File: config.mk
export PLATFORM = sky130hd
export DESIGN_NAME = agu_pass_scheduler
export DESIGN_NICKNAME = d
export VERILOG_FILES = /design/src/rtl/agu_pass_scheduler.sv
export SDC_FILE = /design/constraint.sdc
export NUM_CORES = 1
export LEC_CHECK = 0
export ABC_AREA = 0
export CORE_MARGIN = 4
export CORE_UTILIZATION = 30
export DETAILED_ROUTE_END_ITERATION = 8
export PLACE_DENSITY = 0.57
export SLEW_MARGIN = 5
export SYNTH_ARGS = -nofsm -noshare
export SYNTH_HDL_FRONTEND = slang
export SYNTH_SLANG_ARGS = --single-unit
File: constraint.sdc
create_clock -name clk -period 10.69 [get_ports clk]
set_clock_uncertainty 0.05 [all_clocks]
set_input_delay 2.138 -clock clk [delete_from_list [all_inputs] [get_ports clk]]
set_output_delay 2.138 -clock clk [all_outputs]
set_load 0.05 [all_outputs]
File: src/rtl/agu_pass_scheduler.sv
// Pass sequencer for the AGU address-generation pipeline: launches, counts
// BN/MA beats, checks the per-pass beat total and drains between passes.
module agu_pass_scheduler #(
  parameter int unsigned PASS_W    = 4,
  parameter int unsigned BEAT_W    = 16,
  parameter int unsigned DRAIN_CYC = 4,
  parameter int unsigned TO_CYC    = 1023
) (
  input  logic              clk,
  input  logic              rst,
  input  logic              start,
  input  logic              abort,
  input  logic [PASS_W-1:0] num_pass,
  input  logic [BEAT_W-1:0] beats_per_pass,
  output logic              AGU_enable,
  input  logic              BN_MA_out_en,
  input  logic              AGU_done_out,
  output logic [PASS_W-1:0] pass_idx,
  output logic [BEAT_W-1:0] beat_cnt,
  output logic              busy,
  output logic              done,
  output logic              err,
  output logic [1:0]        err_code
);

  localparam int unsigned WD_W = $clog2(TO_CYC + 1);
  localparam int unsigned DR_W = (DRAIN_CYC > 1) ? $clog2(DRAIN_CYC) : 1;

  localparam logic [2:0] S_IDLE   = 3'd0;
  localparam logic [2:0] S_LAUNCH = 3'd1;
  localparam logic [2:0] S_RUN    = 3'd2;
  localparam logic [2:0] S_DRAIN  = 3'd3;
  localparam logic [2:0] S_FIN    = 3'd4;
  localparam logic [2:0] S_ERR    = 3'd5;

  localparam logic [1:0] E_NONE    = 2'd0;
  localparam logic [1:0] E_ZERO    = 2'd1;
  localparam logic [1:0] E_BEATS   = 2'd2;
  localparam logic [1:0] E_TIMEOUT = 2'd3;

  localparam logic [BEAT_W-1:0] BEAT_MAX = '1;

  logic [2:0]        state_q, state_d;
  logic [PASS_W-1:0] npass_q, npass_d;
  logic [BEAT_W-1:0] bpp_q, bpp_d;
  logic [PASS_W-1:0] pass_q, pass_d;
  logic [BEAT_W-1:0] beat_q, beat_d;
  logic [WD_W-1:0]   wd_q, wd_d;
  logic [DR_W-1:0]   dr_q, dr_d;
  logic [1:0]        code_q, code_d;
  logic              agu_en_q, agu_en_d;
  logic              busy_q, busy_d;
  logic              done_q, done_d;
  logic              err_q, err_d;
  logic [BEAT_W-1:0] beat_run;

  // State and output registers.
  always_ff @(posedge clk or negedge rst) begin
    if (!rst) begin
      state_q  <= S_IDLE;
      npass_q  <= '0;
      bpp_q    <= '0;
      pass_q   <= '0;
      beat_q   <= '0;
      wd_q     <= '0;
      dr_q     <= '0;
      code_q   <= E_NONE;
      agu_en_q <= 1'b0;
      busy_q   <= 1'b0;
      done_q   <= 1'b0;
      err_q    <= 1'b0;
    end else begin
      state_q  <= state_d;
      npass_q  <= npass_d;
      bpp_q    <= bpp_d;
      pass_q   <= pass_d;
      beat_q   <= beat_d;
      wd_q     <= wd_d;
      dr_q     <= dr_d;
      code_q   <= code_d;
      agu_en_q <= agu_en_d;
      busy_q   <= busy_d;
      done_q   <= done_d;
      err_q    <= err_d;
    end
  end

  // Next-state logic; registered outputs are decoded from the next state.
  always_comb begin
    state_d  = state_q;
    npass_d  = npass_q;
    bpp_d    = bpp_q;
    pass_d   = pass_q;
    beat_d   = beat_q;
    wd_d     = wd_q;
    dr_d     = dr_q;
    code_d   = code_q;
    beat_run = beat_q;
    if (BN_MA_out_en && (beat_q != BEAT_MAX)) begin
      beat_run = beat_q + BEAT_W'(1);
    end

    case (state_q)
      S_IDLE: begin
        if (start) begin
          if (num_pass == '0) begin
            state_d = S_ERR;
            code_d  = E_ZERO;
          end else begin
            state_d = S_LAUNCH;
            npass_d = num_pass;
            bpp_d   = beats_per_pass;
            pass_d  = '0;
            beat_d  = '0;
            code_d  = E_NONE;
          end
        end
      end
      S_LAUNCH: begin
        beat_d  = '0;
        wd_d    = '0;
        state_d = S_RUN;
      end
      S_RUN: begin
        // A beat in the done cycle is counted before the total is compared.
        beat_d = beat_run;
        wd_d   = BN_MA_out_en ? '0 : wd_q + WD_W'(1);
        if (AGU_done_out) begin
          dr_d = '0;
          if (beat_run == bpp_q) begin
            state_d = S_DRAIN;
          end else begin
            state_d = S_ERR;
            code_d  = E_BEATS;
          end
        end else if (!BN_MA_out_en && (wd_q == WD_W'(TO_CYC - 1))) begin
          state_d = S_ERR;
          code_d  = E_TIMEOUT;
        end
      end
      S_DRAIN: begin
        if (dr_q == DR_W'(DRAIN_CYC - 1)) begin
          if (pass_q == (npass_q - PASS_W'(1))) begin
            state_d = S_FIN;
          end else begin
            pass_d  = pass_q + PASS_W'(1);
            state_d = S_LAUNCH;
          end
        end else begin
          dr_d = dr_q + DR_W'(1);
        end
      end
      S_FIN: begin
        state_d = S_IDLE;
      end
      S_ERR: begin
        if (start) begin
          state_d = S_IDLE;
          code_d  = E_NONE;
        end
      end
      default: begin
        state_d = S_IDLE;
      end
    endcase

    // Abort wins over everything, including a same-cycle done.
    if (abort && (state_q != S_IDLE) && (state_q != S_ERR)) begin
      state_d = S_ERR;
      code_d  = E_TIMEOUT;
    end

    agu_en_d = (state_d == S_LAUNCH) || (state_d == S_RUN);
    busy_d   = (state_d != S_IDLE);
    done_d   = (state_d == S_FIN);
    err_d    = (state_d == S_ERR);
  end

  assign AGU_enable = agu_en_q;
  assign pass_idx   = pass_q;
  assign beat_cnt   = beat_q;
  assign busy       = busy_q;
  assign done       = done_q;
  assign err        = err_q;
  assign err_code   = code_q;

endmodule
==> impl_metrics.xml <==
<?xml version="1.0" encoding="UTF-8"?>
<metrics>
  <group name="run_status">
    <metric name="outcome" unit="">finished, final reports clean</metric>
  </group>
  <group name="power_and_ir_drop">
    <metric name="switching_share" unit="">0.3936</metric>
    <metric name="power.share.combinational" unit="">0.399</metric>
    <metric name="p_int" unit="uW">650.6</metric>
    <metric name="p_sw" unit="uW">422.4</metric>
    <metric name="power.clock.fraction" unit="">0.269</metric>
    <metric name="max-vdd-ir-drop" unit="mV">0.1278</metric>
    <metric name="power_frac_seq" unit="">0.332</metric>
    <metric name="total_leakage_power" unit="uW">0.002029</metric>
    <metric name="p_per_area" unit="nW/um^2">223.2</metric>
    <metric name="design_power_total" unit="uW">1073</metric>
  </group>
  <group name="routing">
    <metric name="final_antenna_net_count" unit="">0</metric>
    <metric name="number_of_search_and_repair_iterations_in_the_first_detailed_routing_pass" unit="">5</metric>
    <metric name="wire_per_inst" unit="um">16.25</metric>
    <metric name="drc_errors" unit="">0</metric>
    <metric name="detail_route.iter0.violations" unit="">180</metric>
    <metric name="post_detailed_route_via_to_cell_ratio" unit="">5.243</metric>
    <metric name="routed-via-count" unit="">3534</metric>
    <metric name="postRouteWirelength" unit="um">10950</metric>
  </group>
  <group name="placed_design">
    <metric name="portBuffers" unit="">51</metric>
    <metric name="detailed_place_hpwl" unit="um">7971</metric>
    <metric name="placedCellCount" unit="">661</metric>
    <metric name="place_congestion" unit="">0.9531</metric>
    <metric name="place_worst_setup_slack" unit="ns">4.801</metric>
  </group>
  <group name="grt">
    <metric name="grt_pass1_wl" unit="um">18040</metric>
    <metric name="first_global_vias" unit="">3571</metric>
    <metric name="antenna_found_initial" unit="">0</metric>
    <metric name="grt_usage" unit="">0.1537</metric>
    <metric name="grt.overflow.total" unit="">0</metric>
    <metric name="grt_start_max_net_pins" unit="">62</metric>
  </group>
  <group name="sta">
    <metric name="share_of_the_clock_period_used_by_the_worst_path" unit="">0.5200</metric>
    <metric name="slew_headroom" unit="">0.4651</metric>
    <metric name="min_period" unit="ns">5.559</metric>
    <metric name="grt_setup_unrepaired" unit="">false</metric>
    <metric name="setup_viol" unit="">0</metric>
    <metric name="setup_ws" unit="ns">5.131</metric>
    <metric name="hold_violations" unit="">0</metric>
    <metric name="drv_slew" unit="">0</metric>
    <metric name="worst_tran_pin_value" unit="ns">0.8024</metric>
    <metric name="hold_slack" unit="ns">0.4479</metric>
    <metric name="clock.fmax" unit="MHz">179.9</metric>
    <metric name="tns" unit="ns">0</metric>
  </group>
  <group name="cts">
    <metric name="htreeDepth" unit="">3</metric>
    <metric name="cts.reportedPaths.clkPinSlew" unit="ns">0.05</metric>
    <metric name="ctsHoldBuffers" unit="">0</metric>
    <metric name="cts_buffers" unit="">9</metric>
    <metric name="cts_buffer_depth" unit="">2</metric>
    <metric name="clock_latency" unit="ns">0.33</metric>
    <metric name="resized_after_cts" unit="">0</metric>
    <metric name="cts_root_buf" unit="">clkbuf_16</metric>
    <metric name="cts_tree" unit="">done</metric>
    <metric name="post-cts-setup-buffer-count" unit="">0</metric>
    <metric name="numClockSinks" unit="">61</metric>
  </group>
  <group name="yosys">
    <metric name="synth.cells.most_frequent" unit="">95 x nand2_1, 61 x dfrtp_1, 40 x o21ai_0</metric>
    <metric name="ys_async_sr_fraction" unit="">1.000</metric>
    <metric name="synth_seq_area_share" unit="">0.3871</metric>
    <metric name="ys_warn_count" unit="">0</metric>
    <metric name="post_synth_main_area_contributors" unit="">dfrtp_1 39%, nand2_1 9.0%, o21ai_0 5.1%</metric>
    <metric name="area_of_the_mapped_netlist" unit="um^2">3944</metric>
    <metric name="synthMostInstantiatedCell" unit="">nand2_1</metric>
    <metric name="syn_area_per_cell" unit="um^2">8.555</metric>
    <metric name="synth_flop_cell" unit="">dfrtp_1</metric>
    <metric name="synthCells" unit="">461</metric>
    <metric name="synth-edff-count" unit="">0</metric>
    <metric name="synthDistinctLibCells" unit="">67</metric>
    <metric name="synth_largest_type_area_fraction" unit="">0.3871</metric>
    <metric name="synthesis.nets" unit="">493</metric>
    <metric name="netlist.top_cell.by_area" unit="">dfrtp_1</metric>
    <metric name="ys_ff_latch" unit="">61</metric>
  </group>
  <group name="floorplan">
    <metric name="core-area" unit="um^2">12720</metric>
    <metric name="dieWidth" unit="um">122.7</metric>
    <metric name="placement_rows" unit="">41</metric>
    <metric name="die_height" unit="um">122.7</metric>
    <metric name="io_pins" unit="">52</metric>
    <metric name="die_area" unit="um^2">15040</metric>
    <metric name="starting_density_of_the_core" unit="">0.3100</metric>
  </group>
  <group name="worst_setup_path">
    <metric name="worst-endpoint-required" unit="ns">10.85</metric>
    <metric name="critical_path.endpoint_type" unit="">flip-flop</metric>
    <metric name="path_class" unit="">primary input to flip-flop</metric>
    <metric name="cpPeakStageDelay" unit="ns">0.77</metric>
    <metric name="worstPathCellList" unit="">clkdlybuf4s50_1, nand4_1, nor4_1, mux2i_1, xor2_1, or4b_4, a2111oi_4, o21ai_2, mux2_4</metric>
    <metric name="worstSetupStartpointType" unit="">primary input</metric>
    <metric name="r2r_cells" unit="">9</metric>
    <metric name="timing.critical_path.arrival" unit="ns">5.72</metric>
    <metric name="cp_slowest_cell" unit="">clkdlybuf4s50_1</metric>
    <metric name="max_fanout_on_critical_path" unit="">13</metric>
  </group>
  <group name="finish">
    <metric name="finalNonFillerCells" unit="">674</metric>
    <metric name="area_growth_syn_to_layout" unit="%">21.89</metric>
    <metric name="finalNetCount" unit="">532</metric>
    <metric name="fillers" unit="">1335</metric>
    <metric name="post_route_cells_drive_above_1_share" unit="">0.06375</metric>
    <metric name="n_antenna_cell" unit="">0</metric>
  </group>
  <group name="worst_hold_path">
    <metric name="worst_hold_path_stage_count" unit="">2</metric>
    <metric name="min_path_type" unit="">flip-flop to flip-flop</metric>
  </group>
  <group name="flow_run">
    <metric name="count_of_maximum_capacitance_violations" unit="">0</metric>
  </group>
</metrics>
[worst max-delay path, delay by kind of cell]
family / cells / cell delay (ns)
and+or+nand+nor: 3 / 1.42
xor gates and xnor gates: 1 / 0.22
muxes: 2 / 0.59
AOI/OAI and AO/OA: 2 / 0.57
buffers and inverters: 1 / 0.77
[flip-flops by register name, indices dropped and copies added (netlist names)]
name        cells
busy            1
AGU_enable      1
beat_cnt       16
err             1
pass_idx        4
dr_q            2
bpp_q          16
done            1
npass_q         4
err_code        2
wd_q           10
state_q         3
[layer usage]
layer  routed length (um)  track usage  up-vias
li1                     -            -     1720
met5                    0            0        -
met4                  257      0.06158        0
met2                 5074       0.2374       91
met3                  646      0.04793       16
met1                 4973       0.2003     1707
[area by class of cell]
| cell class | count | area [um^2] | share of cell area |
|---|---|---|---|
| flip-flops and latches | 61 | 1526 | 0.3175 |
| repair buffers | 53 | 520.5 | 0.1083 |
| well taps | 172 | 215.2 | 0.04477 |
| clock inverters | 2 | 35.03 | 0.007288 |
| inverters | 10 | 37.54 | 0.007808 |
| clock buffers | 11 | 252.7 | 0.05258 |
| multi-input cells | 365 | 2220 | 0.4617 |
[power by group through the flow]
stage          Sequential (uW)  Combinational [uW]  Clock (uW)
2_1_floorplan              368                 293           0
3_3_place_gp               359                 419           0
3_5_place_dp               359                 429           0
4_1_cts                    357                 431         296
5_1_grt                    366                 478         305
6_report                   357                 428         288
[through the flow]
stage | utilization | instance area [um^2]
2_1_floorplan | - | 3944
3_5_place_dp | 0.3552 | 4519
3_3_place_gp | 0.3552 | 4519
6_report | 0.3779 | 4807
4_1_cts | 0.3779 | 4807
5_1_grt | 0.3779 | 4807
[cell families after synthesis]
logic type | count (synthesis) | synth area share
multiplexers | 9 | 0.02475
XOR/XNOR | 30 | 0.06663
adder cells (fa/ha/maj) | 6 | 0.01904
flip-flops | 61 | 0.3871
AO/OA/AOI/OAI | 109 | 0.1780
AND/OR/NAND/NOR | 211 | 0.2744
buffers and inverters | 35 | 0.05013
[final timing paths]
| check | from | endpoint | slack [ns] |
|---|---|---|---|
| worst max-delay path | BN_MA_out_en | err_code[0]$_DFFE_PN0P_ | 5.13 |
| worst min-delay path | bpp_q[6]$_DFFE_PN0P_ | bpp_q[6]$_DFFE_PN0P_ | 0.45 |
| worst max register to register | beat_cnt[1]$_DFFE_PN0P_ | err_code[0]$_DFFE_PN0P_ | 6.91 |
| worst min register to register | bpp_q[6]$_DFFE_PN0P_ | bpp_q[6]$_DFFE_PN0P_ | 0.45 |
| max in group asynchronous | rst | beat_cnt[4]$_DFFE_PN0P_ | 8.14 |
| min in group asynchronous | rst | npass_q[3]$_DFFE_PN0P_ | 1.93 |
[cells in the final DEF (no fill, tap or decap), types with 5 or more instances in the layout]
master           instances
a21oi_1                 22
a31oi_1                 10
and2_1                   6
and3_1                   5
and4_1                   6
clkbuf_16                9
clkdlybuf4s50_1         50
dfrtp_1                 61
ha_1                     6
inv_1                   10
mux2i_1                  6
nand2_1                 95
nand2b_1                 7
nand3_1                 13
nand4_1                 11
nor2_1                  32
nor3_1                   7
o21ai_0                 40
xnor2_1                 15
xor2_1                  15
Note: power is estimated with default switching activity, not from simulation.
